`config.mk`:
```
export PLATFORM = sky130hd
export DESIGN_NAME = alu_md_unit
export DESIGN_NICKNAME = d
export VERILOG_FILES = /design/src/rtl/riscv_pkg.sv /design/src/rtl/alu_md_iter.sv /design/src/rtl/alu_md_unit.sv
export SDC_FILE = /design/constraint.sdc
export NUM_CORES = 1
export LEC_CHECK = 0
export ABC_AREA = 1
export CELL_PAD_IN_SITES_DETAIL_PLACEMENT = 1
export CELL_PAD_IN_SITES_GLOBAL_PLACEMENT = 2
export CORE_MARGIN = 5
export CORE_UTILIZATION = 30
export DETAILED_ROUTE_END_ITERATION = 7
export GPL_TIMING_DRIVEN = 0
export PLACE_DENSITY_LB_ADDON = 0.1
export SLEW_MARGIN = 20
export SYNTH_ARGS = -nofsm -noshare
export SYNTH_HDL_FRONTEND = slang
export SYNTH_HIERARCHICAL = 1
export SYNTH_SLANG_ARGS = --single-unit
```
`constraint.sdc`:
```
create_clock -name clk -period 4.74 [get_ports clk]
set_input_delay 0.474 -clock clk [delete_from_list [all_inputs] [get_ports clk]]
set_output_delay 0.474 -clock clk [all_outputs]
set_load 0.005 [all_outputs]
```
`src/rtl/riscv_pkg.sv`:
```
// Shared types for the execute stage: ALU/MD opcodes, MD sequencer states
// and forwarding-select codes.
package riscv_pkg;

    typedef enum logic [3:0] {
        ALU_ADD   = 4'd0,
        ALU_SUB   = 4'd1,
        ALU_AND   = 4'd2,
        ALU_OR    = 4'd3,
        ALU_XOR   = 4'd4,
        ALU_SLT   = 4'd5,
        ALU_SLTU  = 4'd6,
        ALU_SLL   = 4'd7,
        ALU_SRL   = 4'd8,
        ALU_SRA   = 4'd9,
        ALU_MUL   = 4'd10,
        ALU_MULHU = 4'd11,
        ALU_DIVU  = 4'd12,
        ALU_REMU  = 4'd13
    } alu_op_t;

    typedef enum logic [1:0] {
        MD_IDLE = 2'd0,
        MD_ITER = 2'd1,
        MD_FIN  = 2'd2
    } md_state_t;

    localparam logic [1:0] FWD_RD  = 2'b00;
    localparam logic [1:0] FWD_MEM = 2'b01;
    localparam logic [1:0] FWD_WB  = 2'b10;
    localparam logic [1:0] FWD_ALT = 2'b11;

    function automatic logic is_md_op(input alu_op_t op);
        return (op == ALU_MUL) || (op == ALU_MULHU) || (op == ALU_DIVU) || (op == ALU_REMU);
    endfunction

    function automatic logic is_div_op(input alu_op_t op);
        return (op == ALU_DIVU) || (op == ALU_REMU);
    endfunction

endpackage

```
`src/rtl/alu_md_iter.sv`:
```
// Iterative unsigned shift-add multiplier / restoring divider, one bit per cycle.
// Multiply leaves {hi,lo} = a*b; divide leaves lo = quotient, hi = remainder.
module alu_md_iter #(
    parameter int XLEN  = 32,
    parameter int CNT_W = $clog2(XLEN) + 1
) (
    input  logic            clk,
    input  logic            reset,
    input  logic            flush,
    input  logic            start,
    input  logic            div_mode,
    input  logic [XLEN-1:0] a,
    input  logic [XLEN-1:0] b,
    output logic            done,
    output logic [XLEN-1:0] hi,
    output logic [XLEN-1:0] lo
);

    logic [XLEN-1:0]  hi_reg, lo_reg, b_reg;
    logic [XLEN-1:0]  hi_next, lo_next;
    logic             div_reg;
    logic [CNT_W-1:0] cnt_reg;
    logic [XLEN:0]    mul_sum, shifted, diff;

    always_comb begin
        mul_sum = {1'b0, hi_reg} + (lo_reg[0] ? {1'b0, b_reg} : {(XLEN+1){1'b0}});
        shifted = {hi_reg, lo_reg[XLEN-1]};
        diff    = shifted - {1'b0, b_reg};
        hi_next = mul_sum[XLEN:1];
        lo_next = {mul_sum[0], lo_reg[XLEN-1:1]};
        if (div_reg) begin
            // Borrow out of the trial subtraction means restore (quotient bit 0).
            if (!diff[XLEN]) begin
                hi_next = diff[XLEN-1:0];
                lo_next = {lo_reg[XLEN-2:0], 1'b1};
            end else begin
                hi_next = shifted[XLEN-1:0];
                lo_next = {lo_reg[XLEN-2:0], 1'b0};
            end
        end
    end

    always_ff @(posedge clk) begin
        if (reset) begin
            hi_reg  <= '0;
            lo_reg  <= '0;
            b_reg   <= '0;
            div_reg <= 1'b0;
            cnt_reg <= '0;
        end else if (flush) begin
            cnt_reg <= '0;
        end else if (start) begin
            hi_reg  <= '0;
            lo_reg  <= a;
            b_reg   <= b;
            div_reg <= div_mode;
            cnt_reg <= CNT_W'(XLEN);
        end else if (cnt_reg != '0) begin
            hi_reg  <= hi_next;
            lo_reg  <= lo_next;
            cnt_reg <= cnt_reg - 1'b1;
        end
    end

    assign done = (cnt_reg == CNT_W'(1));
    assign hi   = hi_reg;
    assign lo   = lo_reg;

endmodule

```
`src/rtl/alu_md_unit.sv`:
```
// Execute-stage unit: forwarding muxes, single-cycle ALU with SUB/zero compare,
// and a sequencer around the iterative multiply/divide datapath.
module alu_md_unit
    import riscv_pkg::*;
#(
    parameter int XLEN  = 32,
    parameter int CNT_W = $clog2(XLEN) + 1
) (
    input  logic            clk,
    input  logic            reset,
    input  logic            flush,
    input  logic            in_valid,
    output logic            in_ready,
    input  alu_op_t         op,
    input  logic [XLEN-1:0] rd1,
    input  logic [XLEN-1:0] rd2,
    input  logic [XLEN-1:0] imm,
    input  logic [XLEN-1:0] fwd_mem,
    input  logic [XLEN-1:0] fwd_wb,
    input  logic [1:0]      sel_a,
    input  logic [1:0]      sel_b,
    output logic            out_valid,
    output logic [XLEN-1:0] result,
    output logic            zero,
    output logic            busy
);

    localparam int SHW = $clog2(XLEN);

    md_state_t       state_reg, state_next;
    alu_op_t         op_reg;
    logic [XLEN-1:0] result_reg, result_next, single_result;
    logic [XLEN-1:0] a, b, iter_hi, iter_lo;
    logic            zero_reg, zero_next, out_valid_reg, out_valid_next;
    logic            load_result, iter_start, iter_done, accept;
    logic [SHW-1:0]  shamt;

    always_comb begin
        case (sel_a)
            FWD_MEM: a = fwd_mem;
            FWD_WB:  a = fwd_wb;
            default: a = rd1;
        endcase
        case (sel_b)
            FWD_MEM: b = fwd_mem;
            FWD_WB:  b = fwd_wb;
            FWD_ALT: b = imm;
            default: b = rd2;
        endcase
    end

    assign shamt = b[SHW-1:0];

    // Divide-by-zero results are produced here so they share the 1-cycle path.
    always_comb begin
        case (op)
            ALU_ADD:  single_result = a + b;
            ALU_SUB:  single_result = a - b;
            ALU_AND:  single_result = a & b;
            ALU_OR:   single_result = a | b;
            ALU_XOR:  single_result = a ^ b;
            ALU_SLT:  single_result = {{(XLEN-1){1'b0}}, $signed(a) < $signed(b)};
            ALU_SLTU: single_result = {{(XLEN-1){1'b0}}, a < b};
            ALU_SLL:  single_result = a << shamt;
            ALU_SRL:  single_result = a >> shamt;
            ALU_SRA:  single_result = $unsigned($signed(a) >>> shamt);
            ALU_DIVU: single_result = '1;
            ALU_REMU: single_result = a;
            default:  single_result = '0;
        endcase
    end

    assign busy     = (state_reg != MD_IDLE);
    assign in_ready = !busy;
    assign accept   = in_valid && in_ready;

    always_comb begin
        state_next     = state_reg;
        out_valid_next = 1'b0;
        load_result    = 1'b0;
        result_next    = result_reg;
        zero_next      = 1'b0;
        iter_start     = 1'b0;
        case (state_reg)
            MD_IDLE: begin
                if (accept && !flush) begin
                    if (is_md_op(op) && !(is_div_op(op) && (b == '0))) begin
                        iter_start = 1'b1;
                        state_next = MD_ITER;
                    end else begin
                        load_result    = 1'b1;
                        out_valid_next = 1'b1;
                        result_next    = single_result;
                        zero_next      = (op == ALU_SUB) && (a == b);
                    end
                end
            end
            MD_ITER: begin
                if (flush)          state_next = MD_IDLE;
                else if (iter_done) state_next = MD_FIN;
            end
            MD_FIN: begin
                state_next = MD_IDLE;
                if (!flush) begin
                    load_result    = 1'b1;
                    out_valid_next = 1'b1;
                    result_next    = (op_reg == ALU_MUL || op_reg == ALU_DIVU) ? iter_lo : iter_hi;
                end
            end
            default: state_next = MD_IDLE;
        endcase
    end

    always_ff @(posedge clk) begin
        if (reset) begin
            state_reg     <= MD_IDLE;
            op_reg        <= ALU_ADD;
            result_reg    <= '0;
            zero_reg      <= 1'b0;
            out_valid_reg <= 1'b0;
        end else begin
            state_reg     <= state_next;
            out_valid_reg <= out_valid_next;
            if (iter_start) op_reg <= op;
            if (load_result) begin
                result_reg <= result_next;
                zero_reg   <= zero_next;
            end
        end
    end

    alu_md_iter #(.XLEN(XLEN), .CNT_W(CNT_W)) u_iter (
        .clk      (clk),
        .reset    (reset),
        .flush    (flush),
        .start    (iter_start),
        .div_mode (is_div_op(op)),
        .a        (a),
        .b        (b),
        .done     (iter_done),
        .hi       (iter_hi),
        .lo       (iter_lo)
    );

    assign out_valid = out_valid_reg;
    assign result    = result_reg;
    assign zero      = zero_reg;

endmodule

```
# Word-level counts from Yosys, hierarchy flattened
# Cells that the tools add are included.
# classes
n_lt_le_gt_ge,2
bitwise,4
muxes,34
n_reduce_logical,26
addsub,5
shifts,3
n_eq_ne,29
# op_table
cell,count
$mux W32,12
$pmux W32 S12,1
$pmux W32 S2,2
$pmux W32 S3,1
$lt A32 B32 Y1,2
$add A32 B33 Y33,1
$sub A33 B32 Y33,1
$add A32 B32 Y32,1
$and A32 B32 Y32,1
$eq A32 B32 Y1,1
$eq A4 B4 Y1 const B,8
$logic_not A32 Y1,1
$or A32 B32 Y32,1
$shl A32 B5 Y32,1
$shr A32 B5 Y32,1
$sshr A32 B5 Y32,1
$sub A32 B32 Y32,1
$xor A32 B32 Y32,1
$eq A4 B3 Y1 const B,4
$mux W6,2
$mux W1,10
$eq A2 B2 Y1 const B,4
$eq A4 B2 Y1 const B,2
$mux W2,4
21 further kinds,39
# word_totals
output_inout_bits,36
ff_bits,143

# Longest topological paths before layout
# Gate-level depths: netlist of the first run.
# depth
depth_word,11
depth_mapped,29
depth_no_buf,25

# Modules after synthesis
# The synthesis of the first run kept the hierarchy.
# by_module_without_submodules
module,cells_per_inst,seq_area_each_um2,area_per_inst_um2,n_inst
alu_md_unit,2644,800.8,13613.1,1
alu_md_iter,1725,2062.0,9701.8,1

# Worst setup path before layout of the first run
# No wires, ideal clock.
# synth_path
path_kind,input to register
start,input port sel_b[0]
end,"register result_reg[22], in the netlist result[22]"
cell_stages,20
arrival_ns,3.465
setup_slack_ns,1.154
setup_time_ns,0.122
path_cell_list,buf_6 > inv_4 > nor2_1 > nand2_1 > nand4_1 > inv_1 > buf_4 > clkbuf_1 > ha_1 > buf_2 > nand2_1 > o21ai_0 > a21oi_1 > o21ai_0 > a21o_1 > a21oi_1 > o21ai_0 > nand2_1 > o21ai_0 > a21oi_1
# synth_via
elab_chain_cells,10
# synth_lines
item,line,text
from (decl),alu_md_unit.sv:21,"input logic [1:0] sel_b,"
$eq A2 B2 Y1 or $eq A2 B1 Y1 (tied branches),alu_md_unit.sv:44,case (sel_b)
$pmux W32 S3 (*),alu_md_unit.sv:44,
branches (longest 8 deep; another with $sub A32 B32 Y32),--,
to (signal assigned),alu_md_unit.sv:126,result_reg <= result_next;
to (decl),alu_md_unit.sv:32,"logic [XLEN-1:0] result_reg, result_next, single_result;"
# Every way passes the cells marked *. The select of a mux whose other input is x is not followed.
# A chain may end at the register's enable or synchronous reset.

# Worst setup path in the final report of the first run
# layout_path
start,input port sel_a[0]
end,"register result_reg[30], in the netlist result[30]"
# layout_via
elab_chain_cells,7
# layout_lines
item,line,text
from (decl),alu_md_unit.sv:20,"input logic [1:0] sel_a,"
$eq A2 B2 Y1 or $eq A2 B1 Y1 (tied branches),alu_md_unit.sv:39,case (sel_a)
$pmux W32 S2 (*),alu_md_unit.sv:39,
$sub A32 B32 Y32 (tied with other cells),alu_md_unit.sv:58,ALU_SUB: single_result = a - b;
$pmux W32 S12 (*),alu_md_unit.sv:56,case (op)
$mux W32 (*),alu_md_unit.sv:87,if (is_md_op(op) && !(is_div_op(op) && (b == '0))) begin
$mux W32 (*),alu_md_unit.sv:86,if (accept && !flush) begin
$pmux W32 S2 (*),alu_md_unit.sv:84,case (state_reg)
# Every way passes the cells marked *; elsewhere a longest branch is shown, timed or not. The select of a mux whose other input is x is not followed.

==> run summary, run 1 <==
For the worst flop-to-flop path, the logic depth is 17. The number of nets with antenna violations after detailed routing was 0. The net count of the finished layout is 4,946. The floorplan has 102 rows. Share of the core filled with cells in the final layout: 36.2%. TritonCTS built the clock tree. The fraction of final layout cells with drive strength greater than 1 is 7.22%.

The synthesized design contains 143 register bits. CTS saw 143 sinks. Clock-pin slew was measured on the worst setup and hold paths at 80 ps. The number of clock buffers added by TritonCTS is 17. The start point of the critical path was sel_a[0].

The largest fanout on the critical path came out at 10. The logs give 0 for the count of final max-slew check failures and 21 for the largest net degree at the start of global routing. For the worst setup path, the data required time is 5100 ps. The critical path ends at result[30]$_SDFFE_PP0P_. Summing every instance area after synthesis gives 23,300 µm². The later pin in the worst-skew pair is clocked with a latency of 460 ps. The total power density per cell area works out to 334 nW/µm². The startpoint identified for the worst register-to-register timing path is u_iter/lo[0]$_SDFFE_PP0P_. For the number of antenna violations at the first check in global routing, the log shows 5.

The tool flagged a number of max-cap violations equal to 0. Via count normalized by instance count: 5.65. After global routing the overflow that remains totals 0. The number of warning messages in the yosys log is 6. The final hold violation count was 0. The worst setup path is launched from an input port. The initial utilization of the core area, before any placement, comes to 30.2%. The total area inside the core boundary comes to 77,200 µm².

The wire-length estimate of the detail-placed layout is 137 mm. The ratio of final minimum period to clock period was 100%; the height of the die was 289 µm. Routability-driven placement finished with a final weighted congestion of 1.05.

In the synthesized netlist the dominant register cell turns out to be dfxtp_1. The final critical-path setup slack was -22.0 ps; the layout overhead on the synthesized area was 19.9%. For the final worst clock skew, the log shows 22.0 ps.

The nature of the critical path endpoint is a flip-flop. The global-route total usage across every layer is 37.2%, and the port buffer count is 204. The first global-routing pass estimated 225 mm of wire. Setup repair after global routing could not meet its margin everywhere. The reported leakage power came out at 13.0 nW.

Before antenna repair, the detailed router went through 6 iterations. For the setup slack of the most critical reg-to-reg path, the log shows 1150 ps. In this run, the number of DRC markers left after iteration 0 of detailed routing was 2,778.

Headroom to the max-slew limit came out at 12.7%. Data arrives at the worst endpoint at 5120 ps. Most repeated cell in the gate-level netlist after synthesis: nand2_1.

Summed over its instances, the top area cell type makes up 20.4% of the synthesized netlist area. The fraction of synthesis flops using an asynchronous set or reset pin came out at 0%. After synthesis, the cell types taking the most area are nand2_1 20%, dfxtp_1 12%, nand3_1 12%, ha_1 9.3%, inv_1 8.5%. In this run, synthesis inferred 0 flip-flops with an integrated enable. The type of the worst min-delay path was flip-flop to flip-flop. After detailed routing, the number of remaining DRC violations is 0. OpenSTA, run right after detailed placement, puts the worst setup slack at -1820 ps. After synthesis, the most frequently instantiated cells are 1,267 x nand2_1, 563 x nand3_1, 530 x inv_1, 386 x nor2_1, 375 x o21ai_0. The final-layout setup total negative slack was -33.6 ps.

The final critical path time including I/O delays and setup came out at 4760 ps. VDD sags by at most 268 µV. Measured along the x axis, the die boundary spans 289 µm. Post-synthesis net count: 4,717. The tools report the capture instance of the worst register-to-register path as u_iter/hi[28]$_SDFFE_PP0P_. For the count of vias placed by the detailed router, the log shows 32,000.

The cell sitting at the root of the clock tree is a clkbuf_16. The routed wire length per instance is 28.6 µm, and the synthesized area divided by synthesized cell count is 5.34 µm². Synthesis handed over a netlist of 4,369 instances. The H-tree generated during clock tree synthesis spans 4 levels. The maximum frequency from static timing analysis came out at 0.210 GHz.

The transition time of the tightest slew-check pin works out to 1300 ps. The count of boundary I/O pins is 208, and the final count of negative-setup-slack endpoints is 2. The final reports fail on setup timing. The sequential area share after synthesis is 12.3%.

Synthesis instantiated 60 different standard cells from the library. The logs give 31,800 for the via count of the first global-routing pass and 83,400 µm² for the die area. Summed over all instances, the cell type with the most area after synthesis is nand2_1.

The longest clock path from root to sink contains 2 buffers. The startpoint of the most critical hold path was op_reg[0]$_SDFFE_PP0P_. The routed design has 162 mm of wire. The flow ran to the end, but the final reports show violations.

The critical path in this run is classified as input port to flip-flop.
## repair_timing
item | CTS | global route
hold buffers | 0 | 0
buffers inserted | 10 | 3
endpoints found under the setup margin | 134 | 57
gates resized for setup | 123 | 61
cloned | 0 | 0
## final cells by class
class,count,area (µm²)
Fill cell,10600,49200
Multi-Input combinational cell,3475,17800
Sequential cell,143,2860
Timing Repair Buffer,226,2230
Inverter,554,2130
Tap cell,1040,1300
Buffer,181,978
Clock buffer,17,425
Clock inverter,15,184
Antenna cell,4,10.0
## worst max-delay path, cell delays in order
cell             delay (ps)
clkdlybuf4s50_1         560
inv_1                    70
ha_1                    300
inv_2                   160
buf_4                   260
nand3_1                 130
o21ai_1                 540
ha_1                    500
inv_1                   380
o22ai_1                 160
a211oi_1                610
nand2_1                 110
nor2_1                  160
nand2_1                 100
nor2_1                  200
nand3_1                 210
nand2_1                 130
a21oi_1                  70
## stage by stage
stage,std cells,power (mW),instance area [µm²],hold slack (ps)
final,5655,9.33,28000,467
after global routing,5653,9.83,28000,497
after global placement,5613,7.51,26700,451
after detailed placement,5622,7.57,26800,458
after floorplan,4369,5.14,23300,429
after CTS,5648,9.12,27700,472
## how the worst min path moves through the flow
stage	end	slack (ps)	depth (start not counted)
finish	op_reg[0]$_SDFFE_PP0P_	470	2
global route	u_iter/b_reg[2]$_SDFFE_PP0P_	500	2
CTS	op_reg[0]$_SDFFE_PP0P_	470	2
detailed placement	op_reg[0]$_SDFFE_PP0P_	460	2
global placement	op_reg[0]$_SDFFE_PP0P_	450	2
floorplan	op_reg[0]$_SDFFE_PP0P_	430	2
## power breakdown
group | total [mW] | switching, mW | internal (mW)
Sequential | 1.65 | 0.234 | 1.41
Combinational | 6.27 | 4.48 | 1.79
Clock | 1.41 | 0.693 | 0.717
## cells in the final DEF, fill, tap and decap left out, types with 14 or more instances in the layout
cell             count
nand2_1           1264
nand3_1            559
inv_1              504
nor2_1             382
a21oi_1            337
o21ai_0            326
clkdlybuf4s50_1    204
ha_1               152
dfxtp_1            143
clkbuf_1            78
o21ai_1             43
nand4_1             42
buf_4               40
buf_2               38
inv_2               34
nor3_1              32
a31oi_1             29
a211oi_1            27
o22ai_1             23
buf_6               22
o21ai_2             22
nor2_2              20
nand3b_1            19
clkbuf_16           17
or2_2               15
xor2_1              14
## cells by family (layout without fill, tap and decap cells)
family          after synthesis  count (layout)  synth area share, %
mux                           1               1               0.0429
xor+xnor                     21              21                0.789
fa+ha+maj                   176             176                 9.54
compound gates              893             893                 20.6
buf+inv                     751             993                 13.3
flops                       143             143                 12.3
other cells                   0               4                    0
simple gates               2384            2384                 43.5
## layer usage
| metal | vias to the layer above | part of all wire (%) | GRT usage (%) |
|---|---|---|---|
| li1 | 14800 | - | - |
| met1 | 15300 | 39 | 43.0 |
| met2 | 1414 | 46 | 62.9 |
| met3 | 419 | 6.1 | 4.44 |
| met4 | 2 | 9.5 | 28.0 |
| met5 | - | 0.0080 | 0 |
Power figures use the tool's default switching activity.
==> run 2: changes to the inputs <==
--- a/config.mk
+++ b/config.mk
@@ -11,6 +11,7 @@
 export CORE_MARGIN = 5
 export CORE_UTILIZATION = 30
 export DETAILED_ROUTE_END_ITERATION = 7
+export GPL_ROUTABILITY_DRIVEN = 0
 export GPL_TIMING_DRIVEN = 0
 export PLACE_DENSITY_LB_ADDON = 0.1
 export SLEW_MARGIN = 20
==> constraint.sdc (replaced) <==
create_clock -name clk -period 4.74 [get_ports clk]
set_input_delay 0.474 -clock clk [delete_from_list [all_inputs] [get_ports clk]]
set_output_delay 0.474 -clock clk [all_outputs]
set_load 0.1 [all_outputs]
==> run 2 against run 1 <==
Against the previous run: register-to-register slack improved by 120 ps; critical path type unchanged; first-iteration DRC count is 3.3% higher; setup slack improved by 75 ps; the flow now finishes without violations; worst hold slack better by 2.5 ps; routed wire length shrank 2.0%; sequential share of layout area is essentially flat; largest cell class unchanged; critical path depth increased by 4.
==> run summary, run 2 (synthesized netlist as in run 1, its figures left out) <==
The first-pass GRT wire length came out at 223 mm (-1.2%). Arrival time at the worst endpoint: 5050 ps (-70 ps). The tools report the count of boundary I/O pins as 208 (unchanged). The worst setup path is launched from an input port. The clock-pin slew reported for the worst setup and hold paths after clock tree synthesis is 70 ps (about the same), and the final count of negative-setup-slack endpoints is 0 (-2).

The final critical-path setup slack is 53.2 ps (+75.1 ps). The half-perimeter wire length of the detailed placement result was 133 mm (-2.6%). Type of the worst min-delay path: flip-flop to flip-flop. The total iterations of the first detailed-routing run came out at 7 (+1). The run gives 0 (unchanged) as the final hold violation count. The kind of critical path is input port to flip-flop. For the total DRC errors in the routed layout, the log shows 0 (unchanged).

The clock insertion delay at the later pin of the skew report was 470 ps (about the same); the ratio of final minimum period to clock period was 98.9% (-1.6 points). The tools report the required time at the endpoint of the critical path as 5100 ps (about the same). STA classifies the critical path endpoint as a flip-flop. Setup repair after global routing could not meet its margin everywhere.

The buffer cell driving the clock tree root was clkbuf_16. The hold-fix buffer count after cts was 0 (unchanged); the final critical path time including I/O delays and setup was 4690 ps (-75.1 ps). The logs give 0 (unchanged) for the number of nets with antenna violations after detailed routing and 0 (unchanged) for the residual overflow from global routing.

The post-place setup slack was -1700 ps (+120 ps); the area of all placed cells without fillers was 27,900 µm² (-0.12%). The largest fanout on the critical path was 10 (unchanged); the number of antenna violations at the first check in global routing was 8 (+3). The height of the die works out to 289 µm (unchanged). Fraction of final layout cells with drive strength greater than 1: 7.05% (-0.18 points). The run finished with clean final reports. The library cell contributing the largest single delay on the critical path is ha_1. The transition time of the tightest slew-check pin is 1300 ps (-1.09 ps), and the maximum frequency from static timing analysis is 0.213 GHz (+1.6%).

The total clock buffers created by CTS was 17 (unchanged). The worst path buffer plus inverter count was 8 (+3). The most numerous cell type found on the critical path is inv_1.

The logs give 10.4 ps (-11.6 ps) for the final worst clock skew and 36.7% (-0.51 points) for the global-route total usage across every layer. The count of final max-slew check failures is 0 (unchanged), and the area taken by flip-flops and latches is 2860 µm² (unchanged). For the via count of the first global-routing pass, the log shows 32,000 (+0.39%). The layout net count is 4,948 (+0.040%).

The total wirelength of the detailed-routed design was 159 mm (-2.0%); the peak per-stage delay on the critical path was 630 ps (+20 ps). For the number of placement rows, the log shows 102 (unchanged). Most common cell after layout, fill and taps aside: nand2_1. Starting DRC count in detailed routing: 2,871 (+3.3%). The tools report the number of filler cells placed in the layout as 10,700 (+1.1%).

The reported leakage power came out at 13.1 nW (+0.15%). Leaving out fill and tap cells, the most frequent cells in the layout are 1,265 x nand2_1, 558 x nand3_1, 505 x inv_1. The maximum level of the CTS H-tree was 4 (unchanged). The total power density per cell area was 340 nW/µm² (+1.7%); the worst IR drop on VDD was 181 µV (-32%). The port buffer count was 204 (unchanged). The post-placement cell area was 26,800 µm² (about the same).

The logs give 77,200 µm² (unchanged) for the placeable core region and 21 (unchanged) for the largest net degree at the start of global routing. For the number of non-filler instances in the completed layout, the log shows 5,656 (+0.018%). For the die area, the log shows 83,400 µm² (unchanged). Traced cell by cell, the critical path runs through clkdlybuf4s50_1 -> inv_1 -> ha_1 -> inv_4 -> clkbuf_8 -> nand3_1 -> o21ai_2 -> buf_6 -> inv_1 -> ha_1 -> inv_1 -> a21o_1 -> a21boi_0 -> o21ai_1 -> inv_1 -> nand3_1 -> nand3_1 -> o21ai_0 -> nor2_2 -> nand2_1 -> nand2_1 -> a21oi_1. The run gives 143 (unchanged) as the number of sinks driven by the clock tree.

The floorplan die width was 289 µm (unchanged); the number of buffers on the longest clock path was 2 (unchanged). TritonCTS built the clock tree. The number of maximum-capacitance constraint violations came out at 0 (unchanged). The count of vias placed by the detailed router was 31,900 (-0.034%). Total area of multi-input combinational cells: 17,800 µm² (-0.46%).

The normalized max-slew margin was 12.7% (+0.074 points). Largest delay contributor family on the critical path: buffers and inverters. The via count normalized by instance count works out to 5.65 (about the same). Routed wire length per instance: 28.1 µm (-2.0%). The layout overhead on the synthesized area works out to 19.8%. The logs give 30.2% (unchanged) for the initial cell density of the core and 5,622 (unchanged) for the placed instance count.
run 2: cell count changes in the layout (fill, tap and decap cells not counted), sizes merged:
cell	before	now
clkinv	9	4
diode	4	3
bufinv	0	2
clkinvlp	8	10
clkbuf	108	113
buf	112	110
run 2: worst min-delay path: cells and delay by family (launching register included):
| kind | cells | cell delay, ps |
|---|---|---|
| AOI/OAI and AO/OA | 1 | 50 |
| DFF | 1 | 320 |
| and+or+nand+nor | 1 | 60 |
run 2: path summary, 6_finish.rpt:
check | end | slack (ps) | cells past startpoint | startpoint
min | zero$_SDFFE_PP0P_ | 470 | 2 | zero$_SDFFE_PP0P_
min reg2reg | zero$_SDFFE_PP0P_ | 470 | 2 | zero$_SDFFE_PP0P_
max | result[23]$_SDFFE_PP0P_ | 50 | 22 | sel_a[0]
max reg2reg | u_iter/hi[13]$_SDFFE_PP0P_ | 1270 | 15 | u_iter/lo[0]$_SDFFE_PP0P_
run 2: final cells by class:
class                   instances  share of cell area, %
multi-input cells            3475                   63.6
flip-flops and latches        143                   10.2
repair buffers                228                   8.10
inverters                     554                   7.65
well taps                    1040                   4.66
plain buffers                 181                   3.52
clock buffers                  18                   1.57
clock inverters                14                  0.614
diodes                          3                 0.0269
run 2: per-stage QoR:
stage	power [mW]	TNS (ps)	utilization, %	hold WS, ps
2_1_floorplan	5.29	0	-	429
3_3_place_gp	7.60	-149470	34.5	447
3_5_place_dp	7.67	-105860	34.7	457
4_1_cts	9.25	0	35.8	466
5_1_grt	10.0	-52.6	36.2	499
6_report	9.48	0	36.2	470
run 2: repair_timing:
| item | in CTS | in global routing |
|---|---|---|
| resized for setup | 104 | 68 |
| pin swaps | 4 | 1 |
| buffers inserted | 8 | 7 |
| setup endpoints to repair | 92 | 84 |
run 2: per-layer routing:
| metal | share of wire (%) | GRT usage [%] | routed length [µm] |
|---|---|---|---|
| met3 | 6.9 | 6.21 | 10900 |
| met2 | 44 | 60.1 | 70500 |
| met4 | 10 | 29.6 | 16300 |
| met1 | 38 | 42.1 | 60900 |
| met5 | 0.023 | 0 | 37 |
run 2: where the power goes:
part	total (mW)	internal, mW	switching (mW)
Combinational	6.37	1.77	4.59
Sequential	1.65	1.41	0.234
Clock	1.47	0.810	0.660
